**src/rtl/pengo_input_pkg.sv**
```systemverilog
// Shared constants for the pengo input conditioning stage:
// PS/2 scan codes, joystick bit indices and in0/in1 bit positions.
package pengo_input_pkg;

  // Arrow codes are compared on [7:0] only, so E0-prefixed and keypad variants both hit
  localparam logic [7:0] PS2_UP    = 8'h75;
  localparam logic [7:0] PS2_DOWN  = 8'h72;
  localparam logic [7:0] PS2_LEFT  = 8'h6B;
  localparam logic [7:0] PS2_RIGHT = 8'h74;

  localparam logic [8:0] PS2_FIRE1_A  = 9'h029;
  localparam logic [8:0] PS2_FIRE1_B  = 9'h014;
  localparam logic [8:0] PS2_START1_A = 9'h005;
  localparam logic [8:0] PS2_START1_B = 9'h016;
  localparam logic [8:0] PS2_START2_A = 9'h006;
  localparam logic [8:0] PS2_START2_B = 9'h01E;
  localparam logic [8:0] PS2_COIN1    = 9'h02E;
  localparam logic [8:0] PS2_COIN2    = 9'h036;
  localparam logic [8:0] PS2_UP2      = 9'h02D;
  localparam logic [8:0] PS2_DOWN2    = 9'h02B;
  localparam logic [8:0] PS2_LEFT2    = 9'h023;
  localparam logic [8:0] PS2_RIGHT2   = 9'h034;
  localparam logic [8:0] PS2_FIRE2    = 9'h01C;

  localparam int JOY_R      = 0;
  localparam int JOY_L      = 1;
  localparam int JOY_D      = 2;
  localparam int JOY_U      = 3;
  localparam int JOY_FIRE   = 4;
  localparam int JOY_START1 = 5;
  localparam int JOY_START2 = 6;
  localparam int JOY_COIN   = 7;

  localparam int IN0_UP    = 0;
  localparam int IN0_DOWN  = 1;
  localparam int IN0_LEFT  = 2;
  localparam int IN0_RIGHT = 3;
  localparam int IN0_COIN2 = 4;
  localparam int IN0_COIN1 = 5;
  localparam int IN0_FIXED = 6;
  localparam int IN0_FIRE  = 7;

  localparam int IN1_UP     = 0;
  localparam int IN1_DOWN   = 1;
  localparam int IN1_LEFT   = 2;
  localparam int IN1_RIGHT  = 3;
  localparam int IN1_FIXED  = 4;
  localparam int IN1_START1 = 5;
  localparam int IN1_START2 = 6;
  localparam int IN1_FIRE   = 7;

  typedef struct packed {
    logic up;
    logic down;
    logic left;
    logic right;
    logic fire;
  } pad_t;

endpackage

```
**src/rtl/pengo_coin_stretch.sv**
```systemverilog
// Holds a coin input asserted for at least COIN_FRAMES vblank rising edges
// after each raw rising edge; a new press reloads the count.
module pengo_coin_stretch #(
  parameter int COIN_FRAMES = 4
) (
  input  logic clk_sys,
  input  logic reset_n,
  input  logic raw,
  input  logic vblank_rise,
  output logic out
);

  logic       raw_q;
  logic [3:0] cnt;

  always_ff @(posedge clk_sys) begin
    if (!reset_n) begin
      raw_q <= 1'b0;
      cnt   <= '0;
    end else begin
      raw_q <= raw;
      // reload takes priority over a coincident frame decrement
      if (raw && !raw_q)
        cnt <= 4'(COIN_FRAMES);
      else if (vblank_rise && cnt != '0)
        cnt <= cnt - 4'd1;
    end
  end

  assign out = raw | (cnt != '0);

endmodule

```
**src/rtl/pengo_input_ctrl.sv**
```systemverilog
// Input conditioning ahead of the pengo core: PS/2 key state, joystick merge,
// opposing-direction cleanup, coin stretching, registered active-low in0/in1.
module pengo_input_ctrl
  import pengo_input_pkg::*;
#(
  parameter int COIN_FRAMES = 4,
  parameter int SOCD_CLEAN  = 1
) (
  input  logic        clk_sys,
  input  logic        reset_n,
  input  logic [10:0] ps2_key,
  input  logic [15:0] joystick_0,
  input  logic [15:0] joystick_1,
  input  logic        vblank,
  output logic [7:0]  in0,
  output logic [7:0]  in1
);

  localparam logic SOCD = (SOCD_CLEAN != 0);

  logic       toggle_q, vblank_q;
  pad_t       key_p1, key_p2;
  logic       key_start1, key_start2, key_coin1, key_coin2;
  logic       key_evt, pressed, vblank_rise;
  logic [8:0] code;

  assign key_evt     = ps2_key[10] ^ toggle_q;
  assign pressed     = ps2_key[9];
  assign code        = ps2_key[8:0];
  assign vblank_rise = vblank & ~vblank_q;

  always_ff @(posedge clk_sys) begin
    toggle_q <= ps2_key[10];
    vblank_q <= vblank;
    if (!reset_n) begin
      key_p1     <= '0;
      key_p2     <= '0;
      key_start1 <= 1'b0;
      key_start2 <= 1'b0;
      key_coin1  <= 1'b0;
      key_coin2  <= 1'b0;
    end else if (key_evt) begin
      if (code[7:0] == PS2_UP)    key_p1.up    <= pressed;
      if (code[7:0] == PS2_DOWN)  key_p1.down  <= pressed;
      if (code[7:0] == PS2_LEFT)  key_p1.left  <= pressed;
      if (code[7:0] == PS2_RIGHT) key_p1.right <= pressed;
      case (code)
        PS2_FIRE1_A, PS2_FIRE1_B:   key_p1.fire  <= pressed;
        PS2_START1_A, PS2_START1_B: key_start1   <= pressed;
        PS2_START2_A, PS2_START2_B: key_start2   <= pressed;
        PS2_COIN1:                  key_coin1    <= pressed;
        PS2_COIN2:                  key_coin2    <= pressed;
        PS2_UP2:                    key_p2.up    <= pressed;
        PS2_DOWN2:                  key_p2.down  <= pressed;
        PS2_LEFT2:                  key_p2.left  <= pressed;
        PS2_RIGHT2:                 key_p2.right <= pressed;
        PS2_FIRE2:                  key_p2.fire  <= pressed;
        default: ;
      endcase
    end
  end

  pad_t raw_p1, raw_p2, p1, p2;
  logic start1, start2, coin1_raw, coin2_raw, coin1, coin2;

  always_comb begin
    raw_p1.up    = key_p1.up    | joystick_0[JOY_U];
    raw_p1.down  = key_p1.down  | joystick_0[JOY_D];
    raw_p1.left  = key_p1.left  | joystick_0[JOY_L];
    raw_p1.right = key_p1.right | joystick_0[JOY_R];
    raw_p1.fire  = key_p1.fire  | joystick_0[JOY_FIRE];
    raw_p2.up    = key_p2.up    | joystick_1[JOY_U];
    raw_p2.down  = key_p2.down  | joystick_1[JOY_D];
    raw_p2.left  = key_p2.left  | joystick_1[JOY_L];
    raw_p2.right = key_p2.right | joystick_1[JOY_R];
    raw_p2.fire  = key_p2.fire  | joystick_1[JOY_FIRE];
    start1    = key_start1 | joystick_0[JOY_START1] | joystick_1[JOY_START1];
    start2    = key_start2 | joystick_0[JOY_START2] | joystick_1[JOY_START2];
    coin1_raw = key_coin1 | joystick_0[JOY_COIN];
    coin2_raw = key_coin2 | joystick_1[JOY_COIN];

    // opposing directions held together cancel to neither
    p1 = raw_p1;
    p2 = raw_p2;
    p1.up    = raw_p1.up    & ~(SOCD & raw_p1.down);
    p1.down  = raw_p1.down  & ~(SOCD & raw_p1.up);
    p1.left  = raw_p1.left  & ~(SOCD & raw_p1.right);
    p1.right = raw_p1.right & ~(SOCD & raw_p1.left);
    p2.up    = raw_p2.up    & ~(SOCD & raw_p2.down);
    p2.down  = raw_p2.down  & ~(SOCD & raw_p2.up);
    p2.left  = raw_p2.left  & ~(SOCD & raw_p2.right);
    p2.right = raw_p2.right & ~(SOCD & raw_p2.left);
  end

  pengo_coin_stretch #(.COIN_FRAMES(COIN_FRAMES)) u_coin1 (
    .clk_sys(clk_sys), .reset_n(reset_n), .raw(coin1_raw),
    .vblank_rise(vblank_rise), .out(coin1)
  );

  pengo_coin_stretch #(.COIN_FRAMES(COIN_FRAMES)) u_coin2 (
    .clk_sys(clk_sys), .reset_n(reset_n), .raw(coin2_raw),
    .vblank_rise(vblank_rise), .out(coin2)
  );

  logic [7:0] act0, act1;

  always_comb begin
    act0 = '0;
    act0[IN0_UP]    = p1.up;
    act0[IN0_DOWN]  = p1.down;
    act0[IN0_LEFT]  = p1.left;
    act0[IN0_RIGHT] = p1.right;
    act0[IN0_COIN2] = coin2;
    act0[IN0_COIN1] = coin1;
    act0[IN0_FIRE]  = p1.fire;
    act1 = '0;
    act1[IN1_UP]     = p2.up;
    act1[IN1_DOWN]   = p2.down;
    act1[IN1_LEFT]   = p2.left;
    act1[IN1_RIGHT]  = p2.right;
    act1[IN1_START1] = start1;
    act1[IN1_START2] = start2;
    act1[IN1_FIRE]   = p2.fire;
  end

  always_ff @(posedge clk_sys) begin
    if (!reset_n) begin
      in0 <= 8'hFF;
      in1 <= 8'hFF;
    end else begin
      in0 <= ~act0;
      in1 <= ~act1;
    end
  end

endmodule
```
**config.mk**
```make
export PLATFORM = sky130hd
export DESIGN_NAME = pengo_input_ctrl
export DESIGN_NICKNAME = d
export VERILOG_FILES = /design/src/rtl/pengo_input_pkg.sv /design/src/rtl/pengo_coin_stretch.sv /design/src/rtl/pengo_input_ctrl.sv
export SDC_FILE = /design/constraint.sdc
export NUM_CORES = 1
export LEC_CHECK = 0
export ABC_AREA = 1
export BUFFER_PORTS_ARGS = -buffer_cell sky130_fd_sc_hd__buf_2
export CORE_UTILIZATION = 52
export CTS_BUF_LIST = sky130_fd_sc_hd__clkbuf_4
export DETAILED_ROUTE_END_ITERATION = 6
export PLACE_DENSITY = 0.87
export SLEW_MARGIN = 20
export SYNTH_ARGS = -nofsm -noshare
export SYNTH_HDL_FRONTEND = slang
export SYNTH_HIERARCHICAL = 1
export SYNTH_SLANG_ARGS = --single-unit
```
**constraint.sdc**
```tcl
create_clock -name clk_sys -period 1.3 [get_ports clk_sys]
set_input_delay 0.13 -clock clk_sys [delete_from_list [all_inputs] [get_ports clk_sys]]
set_output_delay 0.13 -clock clk_sys [all_outputs]
set_load 0.005 [all_outputs]
```
**Word level (Yosys, flattened, before mapping)**

Index checks and enable logic that the tools add are counted.

- Register bits: 42
- Latch bits: 0
- RAM bits: 0
- Bits in read-only memories: 0
- Output and inout bits: 16
- Logic and storage cells: 116
- Memories: 0

- Add/sub/neg operators: 2
- $mul: 0
- Div/mod/pow operators: 0
- $lt $le $gt $ge: 0
- Equality and inequality tests: 17
- Shift-type cells: 0
- Muxes and demuxes: 4
- Bitwise operators: 40
- Reduce and logical (&&, ||, !) cells: 29

Operator list:

| cell | number |
|---|---|
| $eq A9 B6 Y1 const B | 7 |
| $eq A9 B5 Y1 const B | 4 |
| $eq A8 B7 Y1 const B | 4 |
| $reduce_and A2 Y1 | 14 |
| $eq A9 B3 Y1 const B | 2 |
| $or A1 B1 Y1 | 18 |
| $not A8 Y8 | 2 |
| $mux W3 | 4 |
| $not A1 Y1 | 10 |
| $reduce_or A2 Y1 | 5 |
| $and A1 B1 Y1 | 9 |
| $reduce_bool A4 Y1 | 2 |
| $sub A4 B1 Y4 const B | 2 |
| $logic_and A1 B1 Y1 | 4 |
| $reduce_bool A2 Y1 | 2 |
| $logic_not A1 Y1 | 2 |
| $xor A1 B1 Y1 | 1 |

**Longest topological paths before layout**

- Word-level depth: 5
- Gate-level depth with buffers: 8

**Cells and area by module**

The synthesis kept the hierarchy.

By module, submodules not included:

| module | times used | cells each | area each (um^2) | seq. area each (um^2) |
|---|---|---|---|---|
| pengo_input_ctrl | 1 | 199 | 1,452.6 | 600.6 |
| pengo_coin_stretch | 2 | 40 | 279.0 | 100.1 |

**Worst setup path after synthesis**

No wires, ideal clock.

- Path kind: register -> register
- Start point: register vblank_q
- End point: register u_coin1.cnt[2]
- Library setup time: 117 ps
- Arrival time: 952 ps
- Required time: 1,183 ps
- Slack: 231 ps
- Cell stages (with the launch flop): 5
- Period minus slack after synthesis: 1,069 ps
- Path through: dfxtp_1 -> nor2_1 -> a21oi_1 -> nor2_1 -> a21boi_1

- Cells in the longest elaborated chain, start to end: 4

Ends and longest elaborated chain:

| item | RTL line | text |
|---|---|---|
| start: declaration | pengo_input_ctrl.sv:21 | `logic toggle_q, vblank_q;` |
| start signal: assignment | pengo_input_ctrl.sv:34 | `vblank_q <= vblank;` |
| $not A1 Y1 | pengo_input_ctrl.sv:30 | `assign vblank_rise = vblank & ~vblank_q;` |
| $and A1 B1 Y1 | pengo_input_ctrl.sv:30 |  |
| net vblank_rise | pengo_input_ctrl.sv:24 | `logic key_evt, pressed, vblank_rise;` |
| $logic_and A1 B1 Y1 | pengo_coin_stretch.sv:25 | `else if (vblank_rise && cnt != '0)` |
| $reduce_bool A2 Y1 (no line) | - |  |
| end signal: assignment | pengo_coin_stretch.sv:24 | `cnt <= 4'(COIN_FRAMES);` |
| end signal: assignment | pengo_coin_stretch.sv:26 | `cnt <= cnt - 4'd1;` |
| end: declaration | pengo_coin_stretch.sv:14 | `logic [3:0] cnt;` |

The timed path passes the listed nets, and every way through them passes these cells.
A chain may end at the register's enable or synchronous reset.

**Worst setup path in the final report**

- Start point: input port joystick_1[6]
- End point: register in1[6]

- Cells in the longest elaborated chain, start to end: 2

Ends and longest elaborated chain:

| item | RTL line | text |
|---|---|---|
| start: declaration | pengo_input_ctrl.sv:13 | `input logic [15:0] joystick_1,` |
| $or A1 B1 Y1 | pengo_input_ctrl.sv:78 | `start2 = key_start2 \| joystick_0[JOY_START2] \| joystick_1[JOY_START2];` |
| $not A8 Y8 | pengo_input_ctrl.sv:132 | `in1 <= ~act1;` |
| end signal: assignment | pengo_input_ctrl.sv:132 |  |
| end: declaration | pengo_input_ctrl.sv:16 | `output logic [7:0] in1` |

Every way passes these cells.

==> flow_summary_export.csv <==
group,metric,value,unit
worst_setup_path,path_class,"input pin to flip-flop",
floorplan,io_pins,62,
detailed_routing,ant_nets,0,
cells_and_area,fin_area,2437,um^2
detailed_routing,drc,0,
power,p_int,1849,uW
global_route,grt_max_degree,20,
power,clkPwrFrac,32.5,%
power,p_comb_share,15.4,%
power,vdd_drop_max,0.4773,mV
detailed_routing,avgRoutedWirePerCell,10.17,um
synth,synth_seq_cells,40,
placement,portBuffers,43,
outcome,status,"complete, no violations",
worst_setup_path,cp-end-kind,"flip-flop",
worst_setup_path,arrival,1.53,ns
timing,fin_crit_sh,95.89,%
global_route,grt_pass1_wl,7017,um
run,max_cap_viol_count,0,
timing,grt_setup_unrepaired,"false",
cts,clock_path_buffers,2,
power,switching_share,25.00,%
cts,cts_tree,"built",
detailed_routing,drt_iter0_drc,76,
cells_and_area,area_growth_syn_to_layout,21.22,%
worst_setup_path,rrSetupSlack,0.12,ns
placement,place_hpwl,2963,um
floorplan,num_rows,22,
timing,tns,0,ns
detailed_routing,firstDrtPassIters,4,
cells_and_area,final_common_cell,"nand2_1",
detailed_routing,routed_wl,3905,um
worst_setup_path,crit_fanout,1,
worst_setup_path,cpMostUsedCell,"dlygate4sd3_1",
worst_setup_path,r2r_end,"in1[5]$_SDFF_PN1_",
floorplan,fp.dieArea,4119,um^2
global_route,first_global_vias,1810,
synth,yosys_warnings,6,
placement,gp_congestion,0.8504,
synth,ys_types,31,
timing,hold_viol_final,0,
placement,placed_area,2267,um^2
min_path,hp-class,"input pin to flip-flop",
timing,drv_slew,0,
synth,synth.avg_cell_area,7.207,um^2
worst_setup_path,worstReg2RegStart,"key_start1$_SDFFE_PN0P_",
detailed_routing,routed_via_density,4.781,
global_route,antenna_found_initial,0,
worst_setup_path,crit_start,"joystick_1[6]",
synth,syn_area,2011,um^2
synth,synth_cells,279,
power,p_switching,616.3,uW
min_path,holdPathStages,3,
synth,synth_seq_area_share,39.83,%
floorplan,initial_core_util,54.51,%
cells_and_area,layout.nets,385,
timing,fmax,802.2,MHz
cts,htree_levels,2,
synth,synthTopCellsByArea,"dfxtp_1, nand2_1, nor2_1",
synth,synth_top_area_share,39.83,%
cts,clock_sinks,40,
detailed_routing,num_vias,1836,
worst_setup_path,cp-start-kind,"input pin",
cts,cts_root_buffer,"clkbuf_4",
min_path,hp-start,"joystick_0[2]",
cts,clkTransAtPathRegs,0.11,ns
cts,clock_latency,0.33,ns
cells_and_area,layout-drive-gt1-share,27.08,%
cells_and_area,mostFrequentLayoutCells,"nand2_1, nor2_1, buf_2, dfxtp_1, inv_1",
worst_setup_path,r2r_cells,2,
cts,cts_made_buffers,5,
worst_setup_path,cp_slowest_stage_delay,0.57,ns
floorplan,fp.dieW,64.18,um
power,pwr_density_cell,1012,nW/um^2
worst_setup_path,cp_slowest_cell,"dlygate4sd3_1",
power,power_frac_seq,52.1,%
worst_setup_path,cp.buffers_inverters,3,
floorplan,core-area,3689,um^2
global_route,grtUsageTotal,21.49,%
power,power_leakage,0.001157,uW
timing,min_period,1.247,ns
min_path,worstHoldEndpoint,"in0[0]$_SDFF_PN1_",
timing,skew,0.005560,ns
timing,fin_hold_ws,0.01324,ns
synth,synth_area_leader_cell,"dfxtp_1",
floorplan,die_h,64.18,um
worst_setup_path,cp_top_family,"buffers and inverters",
timing,setup_violations,0,
global_route,grt_overflow,0,
worst_setup_path,required,1.58,ns
worst_setup_path,crit_path_cell_trace,"dlygate4sd3_1 > buf_2 > o31ai_1 > dlygate4sd3_1",
cells_and_area,diodes,0,
==> synth_stat cells (all sizes together) <==
library cell / number
a21oi: 14
nand2: 80
dfxtp: 40
buf: 6
or2: 2
clkinv: 2
a31oi: 2
nor2: 54
a21boi: 5
ha: 4
nand3: 18
o21ai: 5
nand4: 4
and2: 1
o31ai: 2
inv: 35
conb: 1
nor3: 4
==> tightest hold or removal path, cell delays in order <==
cell	delay, ns
buf_2	0.08
nor2_1	0.04
nand3_1	0.07
==> logic make-up after synthesis <==
| kind of cell | synth area share (%) |
|---|---|
| simple gates | 40.01 |
| buf+inv | 9.521 |
| fa+ha+maj | 2.489 |
| compound gates | 7.965 |
| other cells | 0.1865 |
| flops | 39.83 |
==> state kept, by name (all words and copies together), names as in the netlist, 4 cells and up <==
name and flops:
in0 7, in1 7, key_p1 5, key_p2 5
u_coin1/cnt 4, u_coin2/cnt 4
==> how the worst max path moves through the flow <==
| stage | cells past startpoint | to | slack (ns) |
|---|---|---|---|
| after floorplan | 4 | u_coin1/cnt[2]$_SDFFE_PN0P_ | 0.23 |
| after detailed placement | 7 | u_coin1/cnt[0]$_SDFFE_PP0P_ | 0.20 |
| after global routing | 4 | in1[6]$_SDFF_PN1_ | 0.02 |
| after CTS | 4 | in1[6]$_SDFF_PN1_ | 0.07 |
| after global placement | 7 | u_coin1/cnt[0]$_SDFFE_PP0P_ | 0.24 |
| final | 4 | in1[6]$_SDFF_PN1_ | 0.05 |
==> routing by layer <==
layer	wire length (um)	global-route usage, %
met5	0	0
met4	13	3.889
met3	130	5.357
met2	2018	41.36
met1	1742	23.67
==> cell type report <==
cell class,instances,area [um^2]
multi-input combinational,197,1022
tap,48,60.06
inverter,37,141.4
timing repair buffer,54,332.8
sequential,40,800.8
fill,329,1251
clock buffer,6,45.04
clock inverter,2,35.03
==> through the flow <==
step                      instances  setup WS [ns]  util (%)  power [uW]
after global placement          367         0.2424     61.47        1657
after global routing            384        0.02441     66.08        2609
after floorplan                 280         0.2305         -        1557
after CTS                       384        0.07493     66.08        2497
final                           384        0.05344     66.08        2466
after detailed placement        367         0.1987     61.47        1669
==> power by group through the flow <==
stage	Sequential [uW]	Clock [uW]	Combinational [uW]
after floorplan	1310	0	243
after global placement	1310	0	346
after detailed placement	1310	0	356
after CTS	1290	833	379
after global routing	1290	890	429
final	1280	802	379
==> what timing repair did <==
action | 4_1_cts | 5_1_grt
endpoints found under the hold margin | 7 | 0
hold buffers | 9 | 0
endpoints found under the setup margin | 0 | 0
gates resized for setup | 0 | 0
setup buffers | 0 | 0
No activity file was read; power rests on OpenSTA's default activity.
